File: config.mk
export PLATFORM = sky130hd
export DESIGN_NAME = kb_decoder
export DESIGN_NICKNAME = d
export VERILOG_FILES = /design/src/rtl/kb_pkg.sv /design/src/rtl/kb_char_fifo.sv /design/src/rtl/kb_decoder.sv
export SDC_FILE = /design/constraint.sdc
export NUM_CORES = 1
export LEC_CHECK = 0
export ABC_AREA = 1
export BUFFER_PORTS_ARGS = -buffer_cell sky130_fd_sc_hd__buf_2
export CAP_MARGIN = 20
export CELL_PAD_IN_SITES_DETAIL_PLACEMENT = 0
export CELL_PAD_IN_SITES_GLOBAL_PLACEMENT = 1
export CORE_MARGIN = 8
export CORE_UTILIZATION = 40
export DETAILED_ROUTE_END_ITERATION = 7
export GPL_TIMING_DRIVEN = 0
export PLACE_DENSITY = 0.82
export SLEW_MARGIN = 20
export SYNTH_ARGS = -nofsm -noshare
export SYNTH_HDL_FRONTEND = slang
export SYNTH_SLANG_ARGS = --single-unit
File: constraint.sdc
create_clock -name i_clk -period 3.2 [get_ports i_clk]
set_input_delay 0.32 -clock i_clk [delete_from_list [all_inputs] [get_ports i_clk]]
set_output_delay 0.32 -clock i_clk [all_outputs]
set_load 0.005 [all_outputs]
File: src/rtl/kb_pkg.sv
`default_nettype none
// kb_pkg -- PS/2 set-2 scan-code constants, prefix FSM encoding and make-code to ASCII map.
// rev 1.0
package kb_pkg;

  localparam logic [7:0] SC_EXT    = 8'hE0;
  localparam logic [7:0] SC_BRK    = 8'hF0;
  localparam logic [7:0] SC_LSHIFT = 8'h12;
  localparam logic [7:0] SC_RSHIFT = 8'h59;
  localparam logic [7:0] SC_CAPS   = 8'h58;
  localparam logic [7:0] SC_NUM    = 8'h77;
  localparam logic [7:0] SC_SCROLL = 8'h7E;
  localparam logic [7:0] SC_SPACE  = 8'h29;
  localparam logic [7:0] SC_ENTER  = 8'h5A;
  localparam logic [7:0] SC_BKSP   = 8'h66;

  localparam logic [1:0] ST_BASE    = 2'd0;
  localparam logic [1:0] ST_EXT     = 2'd1;
  localparam logic [1:0] ST_BRK     = 2'd2;
  localparam logic [1:0] ST_EXT_BRK = 2'd3;

  localparam int LED_SCROLL = 0;
  localparam int LED_NUM    = 1;
  localparam int LED_CAPS   = 2;

  // Returns {char_valid, ascii}; letters are mapped lowercase then folded to upper.
  function automatic logic [8:0] kb_translate(input logic [7:0] code,
                                              input logic       shift,
                                              input logic       caps);
    logic [7:0] ch;
    logic       letter;
    logic       ok;
    ch     = 8'h00;
    letter = 1'b1;
    ok     = 1'b1;
    case (code)
      8'h1C: ch = 8'h61; 8'h32: ch = 8'h62; 8'h21: ch = 8'h63; 8'h23: ch = 8'h64;
      8'h24: ch = 8'h65; 8'h2B: ch = 8'h66; 8'h34: ch = 8'h67; 8'h33: ch = 8'h68;
      8'h43: ch = 8'h69; 8'h3B: ch = 8'h6A; 8'h42: ch = 8'h6B; 8'h4B: ch = 8'h6C;
      8'h3A: ch = 8'h6D; 8'h31: ch = 8'h6E; 8'h44: ch = 8'h6F; 8'h4D: ch = 8'h70;
      8'h15: ch = 8'h71; 8'h2D: ch = 8'h72; 8'h1B: ch = 8'h73; 8'h2C: ch = 8'h74;
      8'h3C: ch = 8'h75; 8'h2A: ch = 8'h76; 8'h1D: ch = 8'h77; 8'h22: ch = 8'h78;
      8'h35: ch = 8'h79; 8'h1A: ch = 8'h7A;
      default: letter = 1'b0;
    endcase
    if (letter) begin
      if (shift ^ caps) ch = ch - 8'h20;
    end else begin
      case (code)
        8'h16: ch = shift ? 8'h21 : 8'h31;
        8'h1E: ch = shift ? 8'h40 : 8'h32;
        8'h26: ch = shift ? 8'h23 : 8'h33;
        8'h25: ch = shift ? 8'h24 : 8'h34;
        8'h2E: ch = shift ? 8'h25 : 8'h35;
        8'h36: ch = shift ? 8'h5E : 8'h36;
        8'h3D: ch = shift ? 8'h26 : 8'h37;
        8'h3E: ch = shift ? 8'h2A : 8'h38;
        8'h46: ch = shift ? 8'h28 : 8'h39;
        8'h45: ch = shift ? 8'h29 : 8'h30;
        SC_SPACE: ch = 8'h20;
        SC_ENTER: ch = 8'h0D;
        SC_BKSP:  ch = 8'h08;
        default:  ok = 1'b0;
      endcase
    end
    return {ok, ch};
  endfunction

endpackage
`default_nettype wire

File: src/rtl/kb_char_fifo.sv
`default_nettype none
// kb_char_fifo -- show-ahead character FIFO with sticky overflow; full FIFO accepts push+pop together.
// rev 1.0
module kb_char_fifo #(
  parameter int FIFO_DEPTH = 4
) (
  input  logic       clk_i,
  input  logic       rst_i,
  input  logic       push_i,
  input  logic [7:0] data_i,
  input  logic       pop_i,
  output logic [7:0] data_o,
  output logic       valid_o,
  output logic       overflow_o
);

  localparam int            AW      = (FIFO_DEPTH > 1) ? $clog2(FIFO_DEPTH) : 1;
  localparam logic [AW:0]   C_DEPTH = (AW + 1)'(FIFO_DEPTH);
  localparam logic [AW:0]   C_ONE   = (AW + 1)'(1);

  logic [7:0]    mem_q [FIFO_DEPTH];
  logic [AW-1:0] rd_q, rd_d, wr_q, wr_d;
  logic [AW:0]   cnt_q, cnt_d;
  logic          ovf_q, ovf_d;
  logic          empty, full, do_pop, do_push;

  assign empty   = (cnt_q == '0);
  assign full    = (cnt_q == C_DEPTH);
  assign do_pop  = pop_i && !empty;
  // A pop frees the slot this same edge, so a full FIFO can still take the push.
  assign do_push = push_i && (!full || do_pop);

  always_comb begin
    rd_d  = rd_q;
    wr_d  = wr_q;
    cnt_d = cnt_q;
    ovf_d = ovf_q;
    if (do_pop)  rd_d = rd_q + AW'(1);
    if (do_push) wr_d = wr_q + AW'(1);
    case ({do_push, do_pop})
      2'b10:   cnt_d = cnt_q + C_ONE;
      2'b01:   cnt_d = cnt_q - C_ONE;
      default: cnt_d = cnt_q;
    endcase
    if (push_i && !do_push) ovf_d = 1'b1;
  end

  always_ff @(posedge clk_i) begin
    if (rst_i) begin
      rd_q  <= '0;
      wr_q  <= '0;
      cnt_q <= '0;
      ovf_q <= 1'b0;
    end else begin
      rd_q  <= rd_d;
      wr_q  <= wr_d;
      cnt_q <= cnt_d;
      ovf_q <= ovf_d;
    end
  end

  always_ff @(posedge clk_i) begin
    if (do_push && !rst_i) mem_q[wr_q] <= data_i;
  end

  assign valid_o    = !empty;
  assign data_o     = empty ? 8'h00 : mem_q[rd_q];
  assign overflow_o = ovf_q;

endmodule
`default_nettype wire

File: src/rtl/kb_decoder.sv
`default_nettype none
// kb_decoder -- PS/2 set-2 prefix FSM, modifier/lock tracking and ASCII translation into a FIFO.
// rev 1.0
module kb_decoder
  import kb_pkg::*;
#(
  parameter int FIFO_DEPTH = 4
) (
  input  logic       i_clk,
  input  logic       i_reset,
  input  logic [7:0] i_keycode,
  input  logic       i_ready,
  output logic [2:0] o_led_status,
  output logic [7:0] o_ascii,
  output logic       o_valid,
  input  logic       i_pop,
  output logic       o_overflow
);

  logic [1:0] state_q, state_d;
  logic       lshift_q, lshift_d, rshift_q, rshift_d;
  logic       caps_held_q, caps_held_d, num_held_q, num_held_d, scroll_held_q, scroll_held_d;
  logic [2:0] led_q, led_d;

  logic       is_prefix, make_ev, brk_ev, char_push;
  logic [8:0] xlat;

  assign is_prefix = (i_keycode == SC_EXT) || (i_keycode == SC_BRK);
  assign make_ev   = i_ready && !is_prefix && (state_q == ST_BASE);
  assign brk_ev    = i_ready && !is_prefix && (state_q == ST_BRK);
  // Translation sees modifier/lock state from before this byte.
  assign xlat      = kb_translate(i_keycode, lshift_q | rshift_q, led_q[LED_CAPS]);
  assign char_push = make_ev && xlat[8];

  always_comb begin
    state_d       = state_q;
    lshift_d      = lshift_q;
    rshift_d      = rshift_q;
    caps_held_d   = caps_held_q;
    num_held_d    = num_held_q;
    scroll_held_d = scroll_held_q;
    led_d         = led_q;

    if (i_ready) begin
      if (i_keycode == SC_EXT)
        state_d = ST_EXT;
      else if (i_keycode == SC_BRK)
        state_d = (state_q == ST_EXT) ? ST_EXT_BRK : ST_BRK;
      else
        state_d = ST_BASE;
    end

    if (make_ev || brk_ev) begin
      case (i_keycode)
        SC_LSHIFT: lshift_d = make_ev;
        SC_RSHIFT: rshift_d = make_ev;
        SC_CAPS: begin
          caps_held_d = make_ev;
          if (make_ev && !caps_held_q) led_d[LED_CAPS] = ~led_q[LED_CAPS];
        end
        SC_NUM: begin
          num_held_d = make_ev;
          if (make_ev && !num_held_q) led_d[LED_NUM] = ~led_q[LED_NUM];
        end
        SC_SCROLL: begin
          scroll_held_d = make_ev;
          if (make_ev && !scroll_held_q) led_d[LED_SCROLL] = ~led_q[LED_SCROLL];
        end
        default: ;
      endcase
    end
  end

  always_ff @(posedge i_clk) begin
    if (i_reset) begin
      state_q       <= ST_BASE;
      lshift_q      <= 1'b0;
      rshift_q      <= 1'b0;
      caps_held_q   <= 1'b0;
      num_held_q    <= 1'b0;
      scroll_held_q <= 1'b0;
      led_q         <= 3'b000;
    end else begin
      state_q       <= state_d;
      lshift_q      <= lshift_d;
      rshift_q      <= rshift_d;
      caps_held_q   <= caps_held_d;
      num_held_q    <= num_held_d;
      scroll_held_q <= scroll_held_d;
      led_q         <= led_d;
    end
  end

  assign o_led_status = led_q;

  kb_char_fifo #(
    .FIFO_DEPTH (FIFO_DEPTH)
  ) u_fifo (
    .clk_i      (i_clk),
    .rst_i      (i_reset),
    .push_i     (char_push),
    .data_i     (xlat[7:0]),
    .pop_i      (i_pop),
    .data_o     (o_ascii),
    .valid_o    (o_valid),
    .overflow_o (o_overflow)
  );

endmodule
`default_nettype wire

-- Yosys cells after proc, flatten, opt, wreduce, memory -nomap -nowiden
Memory sizes are Yosys's and may differ from the RTL's. A register that Yosys moved wholly into a read port is not among the register bits.
Index checks and enable logic that the tools add are counted.
- $add $sub $neg: 5
- $mul: 0
- divide/modulo/power cells: 0
- order comparisons: 0
- equal/unequal tests: 51
- shift-type cells: 0
- multiplexer cells: 26
- bitwise operators: 5
- reduce and logical (&&, ||, !) cells: 35
- operators with widths (cell ; count):
    8-bit by 6-bit == test with 1-bit output (second input constant) ; 23
    7-bit one-hot mux with 26 select lines ; 1
    8-bit by 7-bit == test with 1-bit output (second input constant) ; 13
    8-bit one-hot mux with 13 select lines ; 1
    8-bit by 5-bit == test with 1-bit output (second input constant) ; 8
    5-bit 2-to-1 mux ; 8
    26-bit OR reduction ; 1
    8-bit 2-to-1 mux ; 3
    8-bit == test (second input constant) ; 2
    7-bit 2-to-1 mux ; 2
    13-bit OR reduction ; 1
    1-bit logical AND ; 11
    2-bit AND reduction ; 5
    3-bit AND reduction ; 3
    1-bit logical NOT ; 8
    2-bit 2-to-1 mux ; 4
    8-bit by 6-bit subtractor with 8-bit output (second input constant) ; 1
    1-bit 2-to-1 mux ; 6
    3-bit one-hot mux with 2 select lines ; 1
    2-bit by 1-bit adder with 2-bit output (second input constant) ; 2
    2-bit by 1-bit == test with 1-bit output (second input constant) ; 2
    2-bit == test (second input constant) ; 2
    3-bit by 1-bit adder with 3-bit output (second input constant) ; 1
    3-bit == test (second input constant) ; 1
    8 further kinds ; 12
- register bits: 18
- latch bits: 0
- memory bits (writable): 32
- ROM bits: 0
- input bits: 12
- output and inout port bits: 13
- logic and storage cells: 136
- memories kept: 1
- memories (name ; depth ; width ; read ports ; clocked after Yosys merged registers in ; wr ports ; RTL line ; source):
    u_fifo.mem_q ; 4 ; 8 ; 1 ; 1 ; 1 ; kb_char_fifo.sv:21 ; logic [7:0] mem_q [FIFO_DEPTH];

-- Longest topological paths before layout
Gate-level depths: netlist of the first run.
- depth after elaboration: 10
- depth in mapped cells: 18
- gate-level depth less buffers: 17

-- Modules after synthesis
From an unflattened synthesis of the first run, not the netlist that was laid out.
- cells, all modules: 450
- area total of the unflattened synthesis: 3198.1 um^2
- by module, submodules not included (module ; instances ; cells an instance ; area each (um^2) ; sequential area each (um^2)):
    kb_char_fifo ; 1 ; 166 ; 1794.2 ; 1161.1
    kb_decoder ; 1 ; 284 ; 1403.8 ; 200.2

-- Least setup slack after synthesis of the first run
OpenSTA, ideal clock, no wires.
- kind: input-to-reg
- start point: input i_keycode[7]
- end point: register u_fifo.cnt_q[2]
- setup time: 122 ps
- arrival time: 2283 ps
- data required time: 3078 ps
- setup slack: 795 ps
- stages: 18
- buffers on the path: 1
- cells stage by stage: inv_1 nand2_2 nor2_1 buf_6 nand2_1 nand2_1 nor2_1 nand2_1 nor2_1 nand3_2 nand3_4 ha_1 inv_1 fa_1 a21oi_1 o21ai_0 o21ai_0 a21oi_1
- longest elaborated chain between the ends: 9
- elaborated cells between the ends (all ways): 56
- classes of those cells: 43 x eq/ne; 4 x mux; 9 x reduce/logical
- ends and longest elaborated chain (what ; RTL line ; source):
    start: declaration ; kb_decoder.sv:11 ; input logic [7:0] i_keycode,
    parallel branches: the longest is 5 deep, another holds 26-bit OR reduction ; - ;
    1-bit logical AND (*) ; kb_decoder.sv:33 ; assign char_push = make_ev && xlat[8];
    1-bit logical AND (*) ; kb_char_fifo.sv:31 ; assign do_push = push_i && (!full || do_pop);
    2-bit by 1-bit == test with 1-bit output / 2-bit == test (equally long branches) ; kb_char_fifo.sv:40 ; case ({do_push, do_pop})
    3-bit one-hot mux with 2 select lines / 2-bit nonzero test (equally long branches) ; - ;
    end signal: assignment ; kb_char_fifo.sv:57 ; cnt_q <= cnt_d;
    end: declaration ; kb_char_fifo.sv:23 ; logic [AW:0] cnt_q, cnt_d;
Every way passes the cells marked *.
A chain may end at the register's enable or synchronous reset.

-- Worst setup path in the final report of the first run
- start point: input i_keycode[4]
- end point: register u_fifo.cnt_q[2]
The elaborated chain is that of the path after synthesis.

==> results.toml, run 1 <==
[clock_tree]
clockBufferDepth = 2
cts_tree = "done"
path_clk_slew_ns = 0.09
root_buffer = "clkbuf_8"
clk_latency_ns = 0.30
numCtsBuffers = 5
cts.sinks = 52
cts_max_level = 2
cts_resized = 0
cts_setup_buffers = 0
cts_hold_buffers = 0

[critical_path]
worst_setup_path_start_kind = "input pin"
end_kind = "register"
worst-path-max-fanout = 10
slowest_delay_ns = 0.37
crit_type = "input pin to register"
critPathRequiredTime_ns = 3.39
path_cells = "buf_2, inv_1, nand2_1, nor2_1, buf_6, nand2_1, nand2_1, nor2_1, nand2_1, nor2_1, nand3_2, nand3_4, ha_1, inv_1, fa_1, a21oi_1, o21ai_0, o21ai_0, a21oi_1"
cp_common_cell = "nand2_1"
crit_slowest_cell = "fa_1"
crit_arrival_ns = 2.81

[drt]
initialDrtViolationCount = 109
drc_errors = 0
vias_per_cell = 4.991
num_vias = 2645
finalWirelength_um = 7019
firstDrtPassIters = 5
ant_nets = 0
wl_per_cell_um = 13.24

[yosys]
ys_seq_elements = 52
ys_warn_count = 0
synth_nets = 419
synthCells = 399
syn_area_um2 = 3028
syn_avg_cell_area_um2 = 7.589
synth_cell_types = 30
seq_area_frac_synth_pct = 44.96

[global_routing]
grt.overflow.total = 0
grt_max_degree = 17
grt_pass1_vias = 2550
grt_usage_pct = 13.97
grt_pass1_wl_um = 11590
antenna_found_initial = 0

[timing]
tightest_slew_ns = 0.7607
hold_violations = 0
layout_min_cycle_time_ns = 2.615
fmax_mhz = 382.4
slew_headroom_pct = 49.06
finalSetupViolations = 0
grt_setup_unrepaired = "false"
post-route-period-util_pct = 81.71
fin_ws_ns = 0.5852
finalSetupTns_ns = 0
slew_violations = 0
worst_clock_skew_ns = 0.009842

[floorplan]
die_h_um = 103.0
placement_rows = 31
ios = 25
die-area_um2 = 10610
start_util_pct = 41.52
core-area_um2 = 7292
die_w_um = 103.0

[finish]
area_growth_pct = 12.07
drive_gt1_share_pct = 11.83
antenna_cells = 0
finish.net_count = 450

[hold_path]
hold_class = "input pin to register"

[pwr]
power_mw = 1.663
p_leak_nw = 1.514
p_per_area_nw_per_um2 = 490.2
vdd_drop_max_mv = 0.2044

[placement]
hpwl_um = 5326
place.gp.congestion = 0.9119
io_buffers = 24
post-place-ws_ns = 0.2893

[flow_run]
maxCapViolations = 0

[status]
status = "finished clean"
-- worst max-delay path: cells and delay by family --
kind / cells / cell delay (ns)
buf+inv: 4 / 0.39
simple gates: 9 / 1.07
fa+ha+maj: 2 / 0.53
compound gates: 4 / 0.47
-- cells by family (layout without fill, tap and decap cells) --
group | Yosys count | count (layout) | synth area share (%)
AND/OR/NAND/NOR | 219 | 219 | 32.31
AO/OA/AOI/OAI | 64 | 64 | 11.24
buffers and inverters | 53 | 85 | 7.066
flip-flops | 52 | 52 | 44.96
adder cells (fa/ha/maj) | 8 | 8 | 3.554
XOR/XNOR | 3 | 3 | 0.8679
-- sequential cells by signal, indices dropped and copies added (netlist names), named ones only --
signal             cells
u_fifo.wr_q            2
rshift_q               1
caps_held_q            1
u_fifo.mem_q          32
scroll_held_q          1
u_fifo.overflow_o      1
u_fifo.cnt_q           3
lshift_q               1
o_led_status           3
num_held_q             1
u_fifo.rd_q            2
state_q                2
-- power by group --
| group | total (mW) | switching, mW | internal [mW] |
|---|---|---|---|
| Combinational | 0.435 | 0.289 | 0.146 |
| Clock | 0.471 | 0.215 | 0.256 |
| Sequential | 0.758 | 0.0188 | 0.739 |
-- through the flow --
| step | cell area, um2 | util [%] | std cells | hold slack [ns] |
|---|---|---|---|---|
| 5_1_grt | 3393 | 46.53 | 530 | 0.2885 |
| 4_1_cts | 3393 | 46.53 | 530 | 0.2839 |
| 3_5_place_dp | 3272 | 44.87 | 522 | 0.4373 |
| 2_1_floorplan | 3028 | - | 399 | 0.4237 |
| 3_3_place_gp | 3272 | 44.87 | 522 | 0.4332 |
| 6_report | 3393 | 46.53 | 530 | 0.2867 |
-- synthesized netlist by cell type --
| cell type | number | area (um2) |
|---|---|---|
| nand3b_1 | 1 | 7.510 |
| clkinv_1 | 1 | 3.750 |
| nor4_1 | 5 | 31.28 |
| nand3_1 | 13 | 65.06 |
| xor2_1 | 3 | 26.28 |
| nor3b_1 | 2 | 15.01 |
| ha_1 | 7 | 87.58 |
| nand4_1 | 10 | 62.56 |
| inv_2 | 1 | 3.750 |
| nor3_1 | 5 | 25.02 |
| dfxtp_1 | 20 | 400.4 |
| inv_1 | 43 | 161.4 |
| clkbuf_1 | 6 | 22.52 |
| nor2_1 | 76 | 285.3 |
| o2111ai_1 | 3 | 26.28 |
| nor2_2 | 6 | 37.54 |
| nand2_4 | 1 | 11.26 |
| nand3_2 | 1 | 10.01 |
| o22ai_1 | 1 | 6.260 |
| buf_6 | 2 | 22.52 |
| edfxtp_1 | 32 | 960.9 |
| nand3_4 | 1 | 17.52 |
| nand2_2 | 3 | 18.77 |
| o21ai_0 | 32 | 160.2 |
| a21oi_1 | 25 | 125.1 |
| nand2_1 | 91 | 341.6 |
| a211oi_1 | 2 | 15.01 |
| o211ai_1 | 1 | 7.510 |
| nor3b_2 | 4 | 50.05 |
| fa_1 | 1 | 20.02 |
-- per-layer routing --
metal  share of wire [%]  track usage [%]
met5                   0                0
met4                0.91            4.116
met3                 4.8            2.363
met2                  48            24.62
met1                  46            16.96
-- layout by cell type, fill, tap and decap left out --
master,netlist,routed
a211oi_1,2,2
a21oi_1,25,25
buf_2,0,24
buf_6,2,2
bufinv_16,0,1
clkbuf_1,6,6
clkbuf_8,0,6
clkinv_1,1,1
clkinv_4,0,1
dfxtp_1,20,20
edfxtp_1,32,32
fa_1,1,1
ha_1,7,7
inv_1,43,43
inv_2,1,1
nand2_1,91,91
nand2_2,3,3
nand2_4,1,1
nand3_1,13,13
nand3_2,1,1
nand3_4,1,1
nand3b_1,1,1
nand4_1,10,10
nor2_1,76,76
nor2_2,6,6
nor3_1,5,5
nor3b_1,2,2
nor3b_2,4,4
nor4_1,5,5
o2111ai_1,3,3
o211ai_1,1,1
o21ai_0,32,32
o22ai_1,1,1
xor2_1,3,3
-- path summary, 6_finish.rpt --
| kind | start | to | slack, ns | cells after the start |
|---|---|---|---|---|
| worst max-delay path | i_keycode[4] | u_fifo.cnt_q[2] | 0.59 | 19 |
| worst min-delay path | i_ready | state_q[0] | 0.29 | 3 |
| worst max register to register | u_fifo.cnt_q[0] | u_fifo.cnt_q[2] | 0.80 | 11 |
| worst min register to register | lshift_q | lshift_q | 0.45 | 2 |
-- final cells by class --
cell class / count / area (um2)
tap: 99 / 123.9
timing repair buffer: 24 / 120.1
sequential: 52 / 1361
clock inverter: 2 / 38.79
buffer: 8 / 45.04
inverter: 45 / 168.9
multi-input combinational: 294 / 1453
fill: 758 / 3899
clock buffer: 6 / 82.58
No activity file was read; power rests on OpenSTA's default activity.
==> run 2: changes to the inputs <==
--- a/config.mk
+++ b/config.mk
@@ -14,7 +14,7 @@
 export CORE_UTILIZATION = 40
 export DETAILED_ROUTE_END_ITERATION = 7
 export GPL_TIMING_DRIVEN = 0
-export PLACE_DENSITY = 0.82
+export PLACE_DENSITY = 0.85
 export SLEW_MARGIN = 20
 export SYNTH_ARGS = -nofsm -noshare
 export SYNTH_HDL_FRONTEND = slang
==> constraint.sdc (replaced) <==
create_clock -name i_clk -period 2.2 [get_ports i_clk]
set_input_delay 0.22 -clock i_clk [delete_from_list [all_inputs] [get_ports i_clk]]
set_output_delay 0.22 -clock i_clk [all_outputs]
set_load 0.005 [all_outputs]
==> run 2 against run 1 <==
Routed wire length increased by 8.2%. The flow now finishes with violations (negative setup slack). Critical endpoint is now u_fifo.mem_q[3][4]. Total power rose by 54%. Cell count up 5.7%. Sequential share of layout area fell by 5.9 points. Global-route usage up 0.87 points. Register-to-register slack worse by 0.68 ns. Setup slack worse by 0.61 ns. Die area did not move. Worst hold slack got worse by 0.10 ns. Clock skew fell by 0.0031 ns. First-iteration DRC count down 8.3%. Final area grew 17%.
==> results.toml, run 2 (synthesis results as in run 1) <==
[placement]
io_buffers = 24
hpwl_um = 5276
place.gp.congestion = 0.9138

[drt]
met3WireLength_um = 293
vias_per_cell = 5.009
top_layer = "met4"
ant_nets = 0
wl_met2_um = 3790
wl_per_cell_um = 13.56
wl_met1_um = 3428
firstDrtPassIters = 4
drc_errors = 0
initialDrtViolationCount = 100
finalWirelength_um = 7595
num_vias = 2805

[floorplan]
die_w_um = 103.0
placement_rows = 31
ios = 25
core-area_um2 = 7292
die_h_um = 103.0
die-area_um2 = 10610
start_util_pct = 41.52

[critical_path]
end_kind = "register"
critPathBufInv = 9
critPathRequiredTime_ns = 2.34
cpLargestDelayFamily = "buffers and inverters"
crit_slowest_cell = "nor2_2"
worst-path-max-fanout = 5
slowest_delay_ns = 0.29
worst_setup_path_start_kind = "input pin"
crit_arrival_ns = 2.37
path_cells = "buf_2, nand2_1, nor2_2, nand2_1, nand2_2, nor2_4, buf_4, buf_4, buf_4, buf_4, buf_4, buf_4, buf_4, buf_4, nand4_1, o21ai_0, nand2_1"
crit_type = "input pin to register"
cp_common_cell = "buf_4"

[hold_path]
hold_class = "input pin to register"

[status]
status = "complete, but fails checks"
violations = "negative setup slack"

[pwr]
pwr-share-comb_pct = 30.0
pwr-share-seq_pct = 43.8
p_leak_nw = 1.765
vdd_drop_max_mv = 0.2923
p_per_area_nw_per_um2 = 644.5
clock_power_share_pct = 26.3
sw_frac_of_total_pct = 32.07
p_switching_mw = 0.8226
p_int_mw = 1.743

[global_routing]
grt_max_degree = 17
grt_usage_pct = 14.84
antenna_found_initial = 0
grt_pass1_wl_um = 12590
grt.overflow.total = 0
grt_pass1_vias = 2712

[timing]
worst_clock_skew_ns = 0.006783
hold-worst-slack_ns = 0.1837
slew_headroom_pct = 49.35
finalSetupViolations = 5
fmax_mhz = 449.0
grt_setup_unrepaired = "true"
post-route-period-util_pct = 101.2
fin_ws_ns = -0.02727
layout_min_cycle_time_ns = 2.227
hold_violations = 0
slew_violations = 0
tightest_slew_ns = 0.7565

[finish]
antenna_cells = 0
finish.net_count = 480
layout_common_cells = "60 x nor2_1, 47 x nand2_1, 40 x nand2_2"
area_growth_pct = 31.45
postLayoutCoreUtil_pct = 54.58
largest_reg_flops = 32
final_common_cell = "nor2_1"
drive_gt1_share_pct = 34.71
top_register = "u_fifo.mem_q"

[clock_tree]
path_clk_slew_ns = 0.09
clockBufferDepth = 2
numCtsBuffers = 5
clk_latency_ns = 0.30
cts.sinks = 52
cts_max_level = 2
root_buffer = "clkbuf_8"
cts_tree = "done"

[flow_run]
maxCapViolations = 0
## run 2: worst register-to-register path: cells and delay by family (launching register included)
family / cells / cell delay [ns]
AOI/OAI and AO/OA: 4 / 0.39
and+or+nand+nor: 3 / 0.42
buffers and inverters: 2 / 0.28
adders and majority gates: 2 / 0.51
DFF: 1 / 0.37
## run 2: worst paths after layout
kind | from | end | slack (ns) | cells past startpoint
max | i_keycode[2] | u_fifo.mem_q[3][4] | -0.03 | 17
min | i_ready | state_q[0] | 0.18 | 3
max reg2reg | u_fifo.cnt_q[0] | u_fifo.cnt_q[2] | 0.12 | 11
min reg2reg | lshift_q | lshift_q | 0.45 | 2
## run 2: metrics by stage
step | setup TNS (ns) | instances | total power, mW | cell area [um2] | setup slack, ns
final | -0.1068 | 560 | 2.565 | 3980 | -0.02727
after global routing | -2.184 | 560 | 2.732 | 3980 | -0.1570
after CTS | -1.806 | 552 | 2.500 | 3695 | -0.08830
after detailed placement | -16.93 | 522 | 1.793 | 3312 | -0.5114
after global placement | -17.17 | 522 | 1.779 | 3312 | -0.5042
after floorplan | 0 | 399 | 1.546 | 3068 | 0.001680
## run 2: metal layers
layer  vias to the layer above  track usage, %
met4                         0           3.560
met2                        60           26.60
li1                       1444               -
met5                         -               0
met3                         9           2.296
met1                      1292           18.05
## run 2: repair_timing
action,4_1_cts,5_1_grt
gates cloned,2,0
pin swaps,15,30
endpoints found under the setup margin,33,55
resized for setup,35,67
setup buffers,20,10
hold buffers,0,0
## run 2: layout make-up
class | count | area (um2)
plain buffers | 6 | 40.04
clock buffers | 6 | 82.58
clock inverters | 2 | 38.79
fillers | 715 | 3312
inverters | 45 | 180.2
multi-input cells | 294 | 1733
flip-flops and latches | 52 | 1361
well taps | 99 | 123.9
repair buffers | 56 | 420.4
## run 2: power by group through the flow
stage | logic [mW] | registers, mW | clock network, mW
after floorplan | 0.428 | 1.12 | 0
final | 0.768 | 1.12 | 0.674
after CTS | 0.711 | 1.10 | 0.687
after detailed placement | 0.668 | 1.12 | 0
after global routing | 0.868 | 1.13 | 0.732
after global placement | 0.657 | 1.12 | 0
